--- src/rtl/alu_pkg.sv ---
// Shared definitions for the ALU sharing arbiter: default widths, ALU control
// codes, FSM state encoding and the opcode legality helper.
package alu_pkg;

    localparam int unsigned ALU_WIDTH  = 32;
    localparam int unsigned ALU_CTRL_W = 4;

    localparam logic [ALU_CTRL_W-1:0] ALU_ADD = 4'b1000;
    localparam logic [ALU_CTRL_W-1:0] ALU_AND = 4'b1100;
    localparam logic [ALU_CTRL_W-1:0] ALU_SUB = 4'b1001;
    localparam logic [ALU_CTRL_W-1:0] ALU_OR  = 4'b0100;
    localparam logic [ALU_CTRL_W-1:0] ALU_SLL = 4'b1011;
    localparam logic [ALU_CTRL_W-1:0] ALU_SRL = 4'b1010;
    localparam logic [ALU_CTRL_W-1:0] ALU_SRA = 4'b0010;
    localparam logic [ALU_CTRL_W-1:0] ALU_SLT = 4'b0111;

    typedef enum logic [1:0] {
        ST_IDLE  = 2'd0,
        ST_ISSUE = 2'd1,
        ST_RESP  = 2'd2
    } arb_state_e;

    function automatic logic alu_op_legal(input logic [ALU_CTRL_W-1:0] ctrl);
        case (ctrl)
            ALU_ADD, ALU_AND, ALU_SUB, ALU_OR,
            ALU_SLL, ALU_SRL, ALU_SRA, ALU_SLT: return 1'b1;
            default:                            return 1'b0;
        endcase
    endfunction

endpackage

--- src/rtl/rr_arb2.sv ---
// Two-way round-robin picker; the last-grant history is held by the parent.
module rr_arb2 (
    input  logic [1:0] req,
    input  logic       last_grant,
    output logic [1:0] grant
);

    always_comb begin
        grant = '0;
        case (req)
            2'b01:   grant = 2'b01;
            2'b10:   grant = 2'b10;
            // Contention goes to the port that did not win last time.
            2'b11:   grant = last_grant ? 2'b01 : 2'b10;
            default: grant = '0;
        endcase
    end

endmodule

--- src/rtl/alu_share_arb.sv ---
// Shares one combinational ALU between two requesters (round-robin, 2-cycle latency).
// Optional opcode legality check enabled by defining ALU_SHARE_ARB_OPCHK_EN.
module alu_share_arb
    import alu_pkg::*;
#(
    parameter int unsigned WIDTH  = ALU_WIDTH,
    parameter int unsigned CTRL_W = ALU_CTRL_W
) (
    input  logic              clk,
    input  logic              reset,
    input  logic              req0_valid,
    output logic              req0_ready,
    input  logic [CTRL_W-1:0] req0_ctrl,
    input  logic [WIDTH-1:0]  req0_a,
    input  logic [WIDTH-1:0]  req0_b,
    input  logic              req1_valid,
    output logic              req1_ready,
    input  logic [CTRL_W-1:0] req1_ctrl,
    input  logic [WIDTH-1:0]  req1_a,
    input  logic [WIDTH-1:0]  req1_b,
    output logic [CTRL_W-1:0] alu_ctrl,
    output logic [WIDTH-1:0]  alu_a,
    output logic [WIDTH-1:0]  alu_b,
    input  logic [WIDTH-1:0]  alu_out,
    input  logic              alu_zero,
    output logic              rsp0_valid,
    output logic              rsp1_valid,
    output logic [WIDTH-1:0]  rsp_result,
    output logic              rsp_zero,
    output logic              rsp_err
);

    arb_state_e        state_q, state_d;
    logic              last_grant_q, last_grant_d;
    logic              owner_q, owner_d;
    logic [CTRL_W-1:0] alu_ctrl_q, alu_ctrl_d;
    logic [WIDTH-1:0]  alu_a_q, alu_a_d;
    logic [WIDTH-1:0]  alu_b_q, alu_b_d;
    logic [WIDTH-1:0]  rsp_result_q, rsp_result_d;
    logic              rsp_zero_q, rsp_zero_d;

    logic [1:0]        arb_req;
    logic [1:0]        grant;
    logic              can_accept;
    logic              accept;
    logic              sel1;
    logic              latch_alu;
    logic              rsp_fire;
    logic [CTRL_W-1:0] sel_ctrl;
    logic [WIDTH-1:0]  sel_a;
    logic [WIDTH-1:0]  sel_b;

`ifdef ALU_SHARE_ARB_OPCHK_EN
    logic              err_q, err_d;
    logic              rsp_err_q, rsp_err_d;
    logic              sel_legal;
`endif

    rr_arb2 u_arb (
        .req        (arb_req),
        .last_grant (last_grant_q),
        .grant      (grant)
    );

    // Accept window: IDLE and RESP, never while reset is asserted.
    always_comb begin
        can_accept = !reset && (state_q == ST_IDLE || state_q == ST_RESP);
        arb_req    = can_accept ? {req1_valid, req0_valid} : 2'b00;
        accept     = |grant;
        sel1       = grant[1];
        sel_ctrl   = sel1 ? req1_ctrl : req0_ctrl;
        sel_a      = sel1 ? req1_a    : req0_a;
        sel_b      = sel1 ? req1_b    : req0_b;
`ifdef ALU_SHARE_ARB_OPCHK_EN
        sel_legal  = alu_op_legal(ALU_CTRL_W'(sel_ctrl));
        latch_alu  = accept && sel_legal;
`else
        latch_alu  = accept;
`endif
    end

    always_comb begin
        state_d      = state_q;
        last_grant_d = last_grant_q;
        owner_d      = owner_q;
        alu_ctrl_d   = alu_ctrl_q;
        alu_a_d      = alu_a_q;
        alu_b_d      = alu_b_q;
        rsp_result_d = rsp_result_q;
        rsp_zero_d   = rsp_zero_q;
`ifdef ALU_SHARE_ARB_OPCHK_EN
        err_d        = err_q;
        rsp_err_d    = rsp_err_q;
`endif

        case (state_q)
            ST_IDLE, ST_RESP: begin
                if (accept) begin
                    state_d      = ST_ISSUE;
                    owner_d      = sel1;
                    last_grant_d = sel1;
`ifdef ALU_SHARE_ARB_OPCHK_EN
                    err_d        = !sel_legal;
`endif
                end else begin
                    state_d = ST_IDLE;
                end
            end
            ST_ISSUE: begin
                state_d = ST_RESP;
`ifdef ALU_SHARE_ARB_OPCHK_EN
                // Illegal ops never reached the ALU; report a cleared result.
                if (err_q) begin
                    rsp_result_d = '0;
                    rsp_zero_d   = 1'b0;
                end else begin
                    rsp_result_d = alu_out;
                    rsp_zero_d   = alu_zero;
                end
                rsp_err_d = err_q;
`else
                rsp_result_d = alu_out;
                rsp_zero_d   = alu_zero;
`endif
            end
            default: state_d = ST_IDLE;
        endcase

        if (latch_alu) begin
            alu_ctrl_d = sel_ctrl;
            alu_a_d    = sel_a;
            alu_b_d    = sel_b;
        end
    end

    always_ff @(posedge clk) begin
        if (reset) begin
            state_q      <= ST_IDLE;
            last_grant_q <= 1'b1;
            owner_q      <= 1'b0;
            alu_ctrl_q   <= '0;
            alu_a_q      <= '0;
            alu_b_q      <= '0;
            rsp_result_q <= '0;
            rsp_zero_q   <= 1'b0;
`ifdef ALU_SHARE_ARB_OPCHK_EN
            err_q        <= 1'b0;
            rsp_err_q    <= 1'b0;
`endif
        end else begin
            state_q      <= state_d;
            last_grant_q <= last_grant_d;
            owner_q      <= owner_d;
            alu_ctrl_q   <= alu_ctrl_d;
            alu_a_q      <= alu_a_d;
            alu_b_q      <= alu_b_d;
            rsp_result_q <= rsp_result_d;
            rsp_zero_q   <= rsp_zero_d;
`ifdef ALU_SHARE_ARB_OPCHK_EN
            err_q        <= err_d;
            rsp_err_q    <= rsp_err_d;
`endif
        end
    end

    assign rsp_fire   = (state_q == ST_RESP) && !reset;
    assign req0_ready = grant[0];
    assign req1_ready = grant[1];
    assign rsp0_valid = rsp_fire && !owner_q;
    assign rsp1_valid = rsp_fire && owner_q;
    assign alu_ctrl   = alu_ctrl_q;
    assign alu_a      = alu_a_q;
    assign alu_b      = alu_b_q;
    assign rsp_result = rsp_result_q;
    assign rsp_zero   = rsp_zero_q;
`ifdef ALU_SHARE_ARB_OPCHK_EN
    assign rsp_err    = rsp_fire && rsp_err_q;
`else
    assign rsp_err    = 1'b0;
`endif

endmodule

--- config.mk ---
export PLATFORM = sky130hd
export DESIGN_NAME = alu_share_arb
export DESIGN_NICKNAME = d
export VERILOG_FILES = /design/src/rtl/alu_pkg.sv /design/src/rtl/rr_arb2.sv /design/src/rtl/alu_share_arb.sv
export SDC_FILE = /design/constraint.sdc
export NUM_CORES = 1
export LEC_CHECK = 0
export ABC_CLOCK_PERIOD_IN_PS = 2400
export CAP_MARGIN = 20
export CORE_MARGIN = 10
export CORE_UTILIZATION = 28
export DETAILED_ROUTE_END_ITERATION = 10
export SYNTH_ARGS = -nofsm -noshare
export SYNTH_HDL_FRONTEND = slang
export SYNTH_SLANG_ARGS = --single-unit
--- constraint.sdc ---
create_clock -name clk -period 2.4 [get_ports clk]
set_input_delay 0.6 -clock clk [delete_from_list [all_inputs] [get_ports clk]]
set_output_delay 0.6 -clock clk [all_outputs]
set_load 0.005 [all_outputs]
After elaboration in Yosys (flattened, before gate mapping)

Cells that the tools add are included.

Flip-flop bits (word level): 105
Output and inout bits: 106
Word-level logic and storage cells: 32

Eq/ne operators: 5
Mux-type cells: 8
Reductions and logical operators: 11

Operators by type and width:

| operator                                                        | count |
|---|---|
| 32-bit 2-to-1 mux                                               | 2 |
| 2-bit == test, second input constant                            | 3 |
| 2-bit one-hot mux with 3 select lines                           | 1 |
| 2-bit by 1-bit == test with 1-bit output, second input constant | 2 |
| 1-bit logical AND                                               | 4 |
| 2-bit 2-to-1 mux                                                | 2 |
| 4-bit 2-to-1 mux                                                | 1 |
| 2-bit one-hot mux with 2 select lines                           | 1 |
| 2-bit OR reduction                                              | 2 |
| 1-bit logical NOT                                               | 2 |
| 2-bit logical NOT                                               | 1 |
| 2-bit AND reduction                                             | 1 |
| 1-bit logical OR                                                | 1 |
| 1-bit 2-to-1 mux                                                | 1 |

Depth between registers and ports, before layout

Gate-level depths: netlist (run 1).

Word-level depth: 9
Depth in mapped cells: 8
Depth with buffers taken out: 3

Modules after synthesis

From an unflattened synthesis (run 1), not the netlist that was laid out.

Cells, all modules: 464
Area, all modules: 4877.2 um2

By module, submodules not included:

| module        | times used | cells each | area an instance (um2) |
|---|---|---|---|
| alu_share_arb | 1          | 461        | 4858.4 |
| rr_arb2       | 1          | 3          | 18.8 |

Worst setup path before layout (run 1)

Ideal clock, no wire load.

Kind: input -> output
Start: input reset
End: output req1_ready
Data arrival time: 1.560 ns
Required time: 1.800 ns
Slack: 0.240 ns
Stages on the path: 6
Buffers on the path: 3
Path through: buf_2 > nor2_4 > buf_2 > clkbuf_1 > nand3_1 > inv_1

Cells in the longest elaborated chain, start to end: 5

RTL lines:

| element                                                                          | line                | text |
|---|---|---|
| start: declaration                                                               | alu_share_arb.sv:10 | `input logic reset,` |
| 1-bit logical NOT (*)                                                            | alu_share_arb.sv:67 | `can_accept = !reset && (state_q == ST_IDLE \|\| state_q == ST_RESP);` |
| 1-bit logical AND (*)                                                            | alu_share_arb.sv:67 |  |
| 2-bit 2-to-1 mux (*)                                                             | alu_share_arb.sv:68 | `arb_req = can_accept ? {req1_valid, req0_valid} : 2'b00;` |
| 2-bit == test / 2-bit by 1-bit == test with 1-bit output (equally long branches) | rr_arb2.sv:10       | `case (req)` |
| 2-bit one-hot mux with 3 select lines (*)                                        | rr_arb2.sv:10       |  |
| end: declaration                                                                 | alu_share_arb.sv:17 | `output logic req1_ready,` |

Every way passes the cells marked *; elsewhere a longest branch is shown, timed or not.

Worst setup path after layout (run 1)

Start: input req0_valid
End: output req1_ready

Cells in the longest elaborated chain, start to end: 3

RTL lines:

| element                                                                          | line                | text |
|---|---|---|
| start: declaration                                                               | alu_share_arb.sv:11 | `input logic req0_valid,` |
| 2-bit 2-to-1 mux (*)                                                             | alu_share_arb.sv:68 |  |
| 2-bit == test / 2-bit by 1-bit == test with 1-bit output (equally long branches) | rr_arb2.sv:10       |  |
| 2-bit one-hot mux with 3 select lines (*)                                        | rr_arb2.sv:10       |  |

Marked as above.

==> results of run 1 <==
[worst max-delay path, delay by kind of cell]
family | cells | cell delay [ns]
buffers and inverters | 3 | 0.87
AND/OR/NAND/NOR | 2 | 0.20
[cells in the mapped netlist (all sizes together), types with 2 or more instances]
cell type	instances
inv	2
nand2b	3
nand4	69
clkbuf	62
a311oi	67
and3	2
dfxtp	105
nor2	4
o21ai	69
buf	19
a21oi	100
nand2	68
[sequential cells by signal, summed over array words and instances, names as in the netlist]
name          count
rsp_zero          1
last_grant_q      1
alu_ctrl          4
alu_b            32
rsp_result       32
alu_a            32
state_q           2
owner_q           1
[per-stage QoR]
stage	std cells	setup TNS, ns	power, mW
global route	1026	0	4.79
detailed placement	1010	-0.168	3.16
global placement	1010	-0.0969	3.15
floorplan	578	0	2.46
finish	1027	0	4.55
CTS	1026	0	4.63
[cell families after synthesis]
group	share of synthesized area [%]
compound gates	32.9
flops	43.7
buf+inv	7.49
other cells	0.0779
simple gates	15.9
[power by group]
group	internal, mW	total (mW)	switching (mW)
Sequential	1.88	1.95	0.0749
Clock	0.725	1.43	0.710
Combinational	0.640	1.16	0.520
Total	3.24	4.55	1.30
[final cells by class]
| class | instances | share of cell area, % |
|---|---|---|
| Timing Repair Buffer | 293 | 37.0 |
| Tap cell | 220 | 3.44 |
| Clock buffer | 9 | 2.82 |
| Clock inverter | 7 | 0.783 |
| Inverter | 2 | 0.0939 |
| Sequential cell | 105 | 26.3 |
| Antenna cell | 1 | 0.0313 |
| Multi-Input combinational cell | 390 | 29.5 |
[worst paths after layout]
check                           slack, ns           start             end  cells after the start
worst max-delay path                 0.14      req0_valid      req1_ready                      5
worst min-delay path                 0.45  rsp_result[15]  rsp_result[15]                      2
worst max register to register       0.50      state_q[0]       alu_a[21]                      5
worst min register to register       0.45  rsp_result[15]  rsp_result[15]                      2
[per-layer routing]
layer,share of wire (%),vias to the layer above
li1,-,2643
met3,11,36
met2,46,249
met4,2.5,2
met5,0.095,-
met1,40,2628
[repair_timing]
| item | CTS | global route |
|---|---|---|
| hold buffers | 0 | 0 |
| endpoints found under the setup margin | 2 | 0 |
| resized for setup | 1 | 0 |
==> results.txt, run 1 <==
outcome = finished clean
Routed WL per cell = 20.4 um
Yosys warnings = 0
hpwl dp = 14800 um
final slew viol count = 0
Slew HR = 47.4%
Max Cap Violations = 0
Post-Route Hold Slack = 0.455 ns
gr usage total = 17.7%
critical path capture point type = output pin
CTS tree = yes
GRT busiest layer = met2
Detailed Routing Iterations Pass 1 = 5
FILL cells = 1568
Post-Syn Area = 4810 um^2
RSZ-0062 raised after global routing = no
Die Area = 22800 um^2
critical path peak fanout = 3
Worst Hold Class = flip-flop to flip-flop
Crit path largest cell delay = 0.51 ns
most common cell after layout, fill and taps aside = clkdlybuf4s50_1
leading area contributor after synthesis = dfxtp_1
first-pass GRT wire length = 32100 um
Syn Nets = 751
CTS Buf Count = 9
area of the multi-input gates = 2360 um^2
vias in the first global route = 5662
post-synth top area share = 43.7%
min Tclk post-route = 2.26 ns
met2 Use GR = 28.4%
fin nets = 974
post-synthesis sequential area ratio = 43.7%
post-synthesis register bit count = 105
most frequent cells in the layout = 274 x clkdlybuf4s50_1, 105 x dfxtp_1, 100 x a21oi_1, 69 x nand4_1, 67 x nand2_1
Post-CTS Setup Bufs = 0
Final Cycle Share = 94.1%
Clock Skews = 0.00686 ns
met1 GRT Util = 20.7%
initial core utilization = 28.8%
number of flops mapped to enable cells by yosys = 0
final hold viol count = 0
Pwr per Cell Area = 569 nW/um^2
Crit Path Category = input pin to output pin
number of DRC markers in iteration 0 = 276
Site Rows = 47
measured slew at the worst slew-check pin = 0.789 ns
RD Place Congestion = 0.823
core area = 16700 um^2
fmax = 443 MHz
GRT met3 Usage = 7.16%
syn avg cell area = 8.33 um^2
final routed DRC violation total = 0
Cell Chain, Critical Path = dlygate4sd2_1 -> nand2_2 -> nand3_1 -> inv_1 -> clkdlybuf4s50_1
Root Driver = clkbuf_16
Mapped Cells = 578
Layout Utilization = 47.9%
Vias/cell = 5.41
Reg area = 2100 um^2
Synth area leaders = dfxtp_1 44%, a21oi_1 10%, nand4_1 9.0%
share of layout cells above drive strength 1 = 7.57%
GRT overflow = 0
design area = 7990 um^2
main flop type after synthesis = dfxtp_1
share of synthesized registers carrying an async set or reset = 0%
Port Buffers = 277
H-tree depth = 3
Placed Area = 7700 um^2
synth unique cells = 27
setup ws final = 0.141 ns
CP max stage cell = clkdlybuf4s50_1
worst ir drop on vdd = 0.318 mV
DR vias = 5558
clk sink count = 105
largest net degree at the start of global routing = 138
clk slew on worst S/H paths = 0.07 ns
later-pin clock latency in the skew report = 0.35 ns
post-route ant nets = 0
Post-Route WL = 21000 um
worst path required time = 1.80 ns
# IOs = 279
crit path launch type = input pin
Area Growth Syn to Fin = 66.1%
final setup fails = 0
arrival time worst endpoint = 1.66 ns
die width = 151 um
initial antenna violation count = 2
clk buf depth = 2
LEAKAGE = 2.61 nW
Die Y = 151 um
post-place setup slack = -0.0632 ns
Power figures use the tool's default switching activity.
==> inputs of run 2 (changes only) <==
--- a/config.mk
+++ b/config.mk
@@ -7,9 +7,11 @@
 export LEC_CHECK = 0
 export ABC_CLOCK_PERIOD_IN_PS = 2400
 export CAP_MARGIN = 20
+export CORE_ASPECT_RATIO = 1.75
 export CORE_MARGIN = 10
 export CORE_UTILIZATION = 28
 export DETAILED_ROUTE_END_ITERATION = 10
+export SLEW_MARGIN = 5
 export SYNTH_ARGS = -nofsm -noshare
 export SYNTH_HDL_FRONTEND = slang
 export SYNTH_SLANG_ARGS = --single-unit
==> run 2 against run 1 <==
Net effect:
- hold slack worse by 0.0017 ns
- maximum frequency rose by 1.3%
- sequential power is essentially flat
- critical path depth unchanged
- combinational power about the same
- final cell count rose by 1.2%
- critical path type unchanged
- first-iteration DRC count increased by 38%
- global-route usage increased by 0.34 points
==> results.txt, run 2 (same netlist as run 1, synthesis figures left out) <==
outcome = finished clean (unchanged)
initial antenna violation count = 2 (unchanged)
final routed DRC violation total = 0 (unchanged)
placed cell count = 1021 (was 1010)
worst path required time = 1.80 ns (about the same)
final setup fails = 0 (unchanged)
fmax = 449 MHz (was 443 MHz)
GRT overflow = 0 (unchanged)
LEAKAGE = 2.65 nW (was 2.61 nW)
Crit path largest cell delay = 0.50 ns (was 0.51 ns)
Max Cap Violations = 0 (unchanged)
CTS Buf Count = 9 (unchanged)
Cell Chain, Critical Path = dlygate4sd2_1 -> nand2_2 -> nand3_1 -> inv_1 -> clkdlybuf4s50_1 (unchanged)
FILL cells = 1649 (was 1568)
first-pass GRT wire length = 33400 um (was 32100 um)
Worst Reg-to-Reg Cells = 5 (unchanged)
Die Y = 193 um (was 151 um)
Root Driver = clkbuf_16 (unchanged)
Vias/cell = 5.40 (was 5.41)
initial core utilization = 28.4% (was 28.8%)
Site Rows = 63 (was 47)
clk sink count = 105 (unchanged)
Port Buffers = 277 (unchanged)
Detailed Routing Iterations Pass 1 = 5 (unchanged)
Post-CTS Hold Buffers = 0 (unchanged)
fin nets = 978 (was 974)
Area Growth Syn to Fin = 68.0% (was 66.1%)
most common cell after layout, fill and taps aside = clkdlybuf4s50_1 (unchanged)
arrival time worst endpoint = 1.63 ns (was 1.66 ns)
critical path peak fanout = 3 (unchanged)
die width = 119 um (was 151 um)
hold-critical path depth = 2 (unchanged)
RD Place Congestion = 0.823 (about the same)
clk slew on worst S/H paths = 0.07 ns (about the same)
final slew viol count = 0 (unchanged)
Post-CTS Setup Bufs = 0 (unchanged)
Top delay family on crit path = buffers and inverters (unchanged)
RSZ-0062 raised after global routing = no (unchanged)
Die Area = 23000 um^2 (was 22800 um^2)
final hold viol count = 0 (unchanged)
later-pin clock latency in the skew report = 0.35 ns (about the same)
crit path launch type = input pin (unchanged)
share of layout cells above drive strength 1 = 8.02% (was 7.57%)
Slew HR = 47.9% (was 47.4%)
critical path depth in cells = 5 (unchanged)
largest net degree at the start of global routing = 105 (was 138)
measured slew at the worst slew-check pin = 0.782 ns (was 0.789 ns)
DR vias = 5608 (was 5558)
number of DRC markers in iteration 0 = 382 (was 276)
CTS tree = yes (unchanged)
core area = 16900 um^2 (was 16700 um^2)
clk buf depth = 2 (unchanged)
min Tclk post-route = 2.23 ns (was 2.26 ns)
post-route ant nets = 0 (unchanged)
Post-Route Hold Slack = 0.453 ns (was 0.455 ns)
Pwr per Cell Area = 590 nW/um^2 (was 569 nW/um^2)
Routed WL per cell = 21.0 um (was 20.4 um)
# IOs = 279 (unchanged)
H-tree depth = 3 (unchanged)
hpwl dp = 15800 um (was 14800 um)
worst ir drop on vdd = 0.311 mV (was 0.318 mV)
vias in the first global route = 5602 (was 5662)
most frequent cells in the layout = 274 x clkdlybuf4s50_1, 105 x dfxtp_1, 100 x a21oi_1, 69 x nand4_1, 67 x nand2_1 (unchanged)
Layout Cells excl Fill = 1039 (was 1027)
Worst Hold Class = flip-flop to flip-flop (unchanged)
WP buf/inv = 3 (unchanged)
critical path capture point type = output pin (unchanged)
Crit Path Category = input pin to output pin (unchanged)
Clock Skews = 0.00477 ns (was 0.00686 ns)
CP max stage cell = clkdlybuf4s50_1 (unchanged)
Post-Route WL = 21800 um (was 21000 um)
Final Cycle Share = 92.9% (was 94.1%)
gr usage total = 18.0% (was 17.7%)
## run 2: routing by layer
| layer | up-vias | global-route usage (%) | wire length [um] | share of wire [%] |
|---|---|---|---|---|
| li1 | 2639 | - | - | - |
| met1 | 2678 | 19.1 | 7940 | 36 |
| met2 | 257 | 32.7 | 11800 | 54 |
| met3 | 34 | 4.31 | 1450 | 6.6 |
| met4 | 0 | 8.01 | 646 | 3.0 |
| met5 | - | 0 | 0 | 0 |
## run 2: area by class of cell
cell class	instances	area, um^2	area share, %
diodes	2	5.00	0.0619
well taps	227	284	3.51
clock buffers	10	239	2.96
inverters	2	7.51	0.0928
clock inverters	6	88.8	1.10
repair buffers	297	3000	37.1
multi-input cells	390	2360	29.2
flip-flops and latches	105	2100	26.0
## run 2: repair_timing
item,in CTS,in global routing
endpoints found under the hold margin,0,0
gates resized for setup,1,0
endpoints found under the setup margin,2,0
## run 2: power by group
group          switching, mW  internal (mW)
Sequential            0.0748           1.88
Clock                  0.695          0.945
Combinational          0.528          0.648
## run 2: final timing paths
| path | start | slack, ns | endpoint |
|---|---|---|---|
| worst max register to register | state_q[0] | 0.46 | alu_b[15] |
| worst min register to register | rsp_result[10] | 0.45 | rsp_result[10] |
| worst min-delay path | rsp_result[10] | 0.45 | rsp_result[10] |
| worst max-delay path | req0_valid | 0.17 | req1_ready |
## run 2: per-stage QoR
step	setup slack (ns)	utilization, %	setup TNS, ns	total power, mW	instance area, um^2
floorplan	0.240	-	0	2.46	4810
finish	0.171	47.7	0	4.77	8090
CTS	0.154	47.7	0	4.82	8080
global route	0.113	47.7	0	4.98	8090
global placement	-0.0484	45.8	-0.0614	3.16	7750
detailed placement	-0.0623	45.8	-0.159	3.17	7750
## run 2: worst reg2reg max path: cells and delay by family (launching register included)
kind	cells	cell delay (ns)
AOI/OAI and AO/OA	1	0.16
buffers and inverters	2	0.79
DFF	1	0.36
and+or+nand+nor	2	0.50
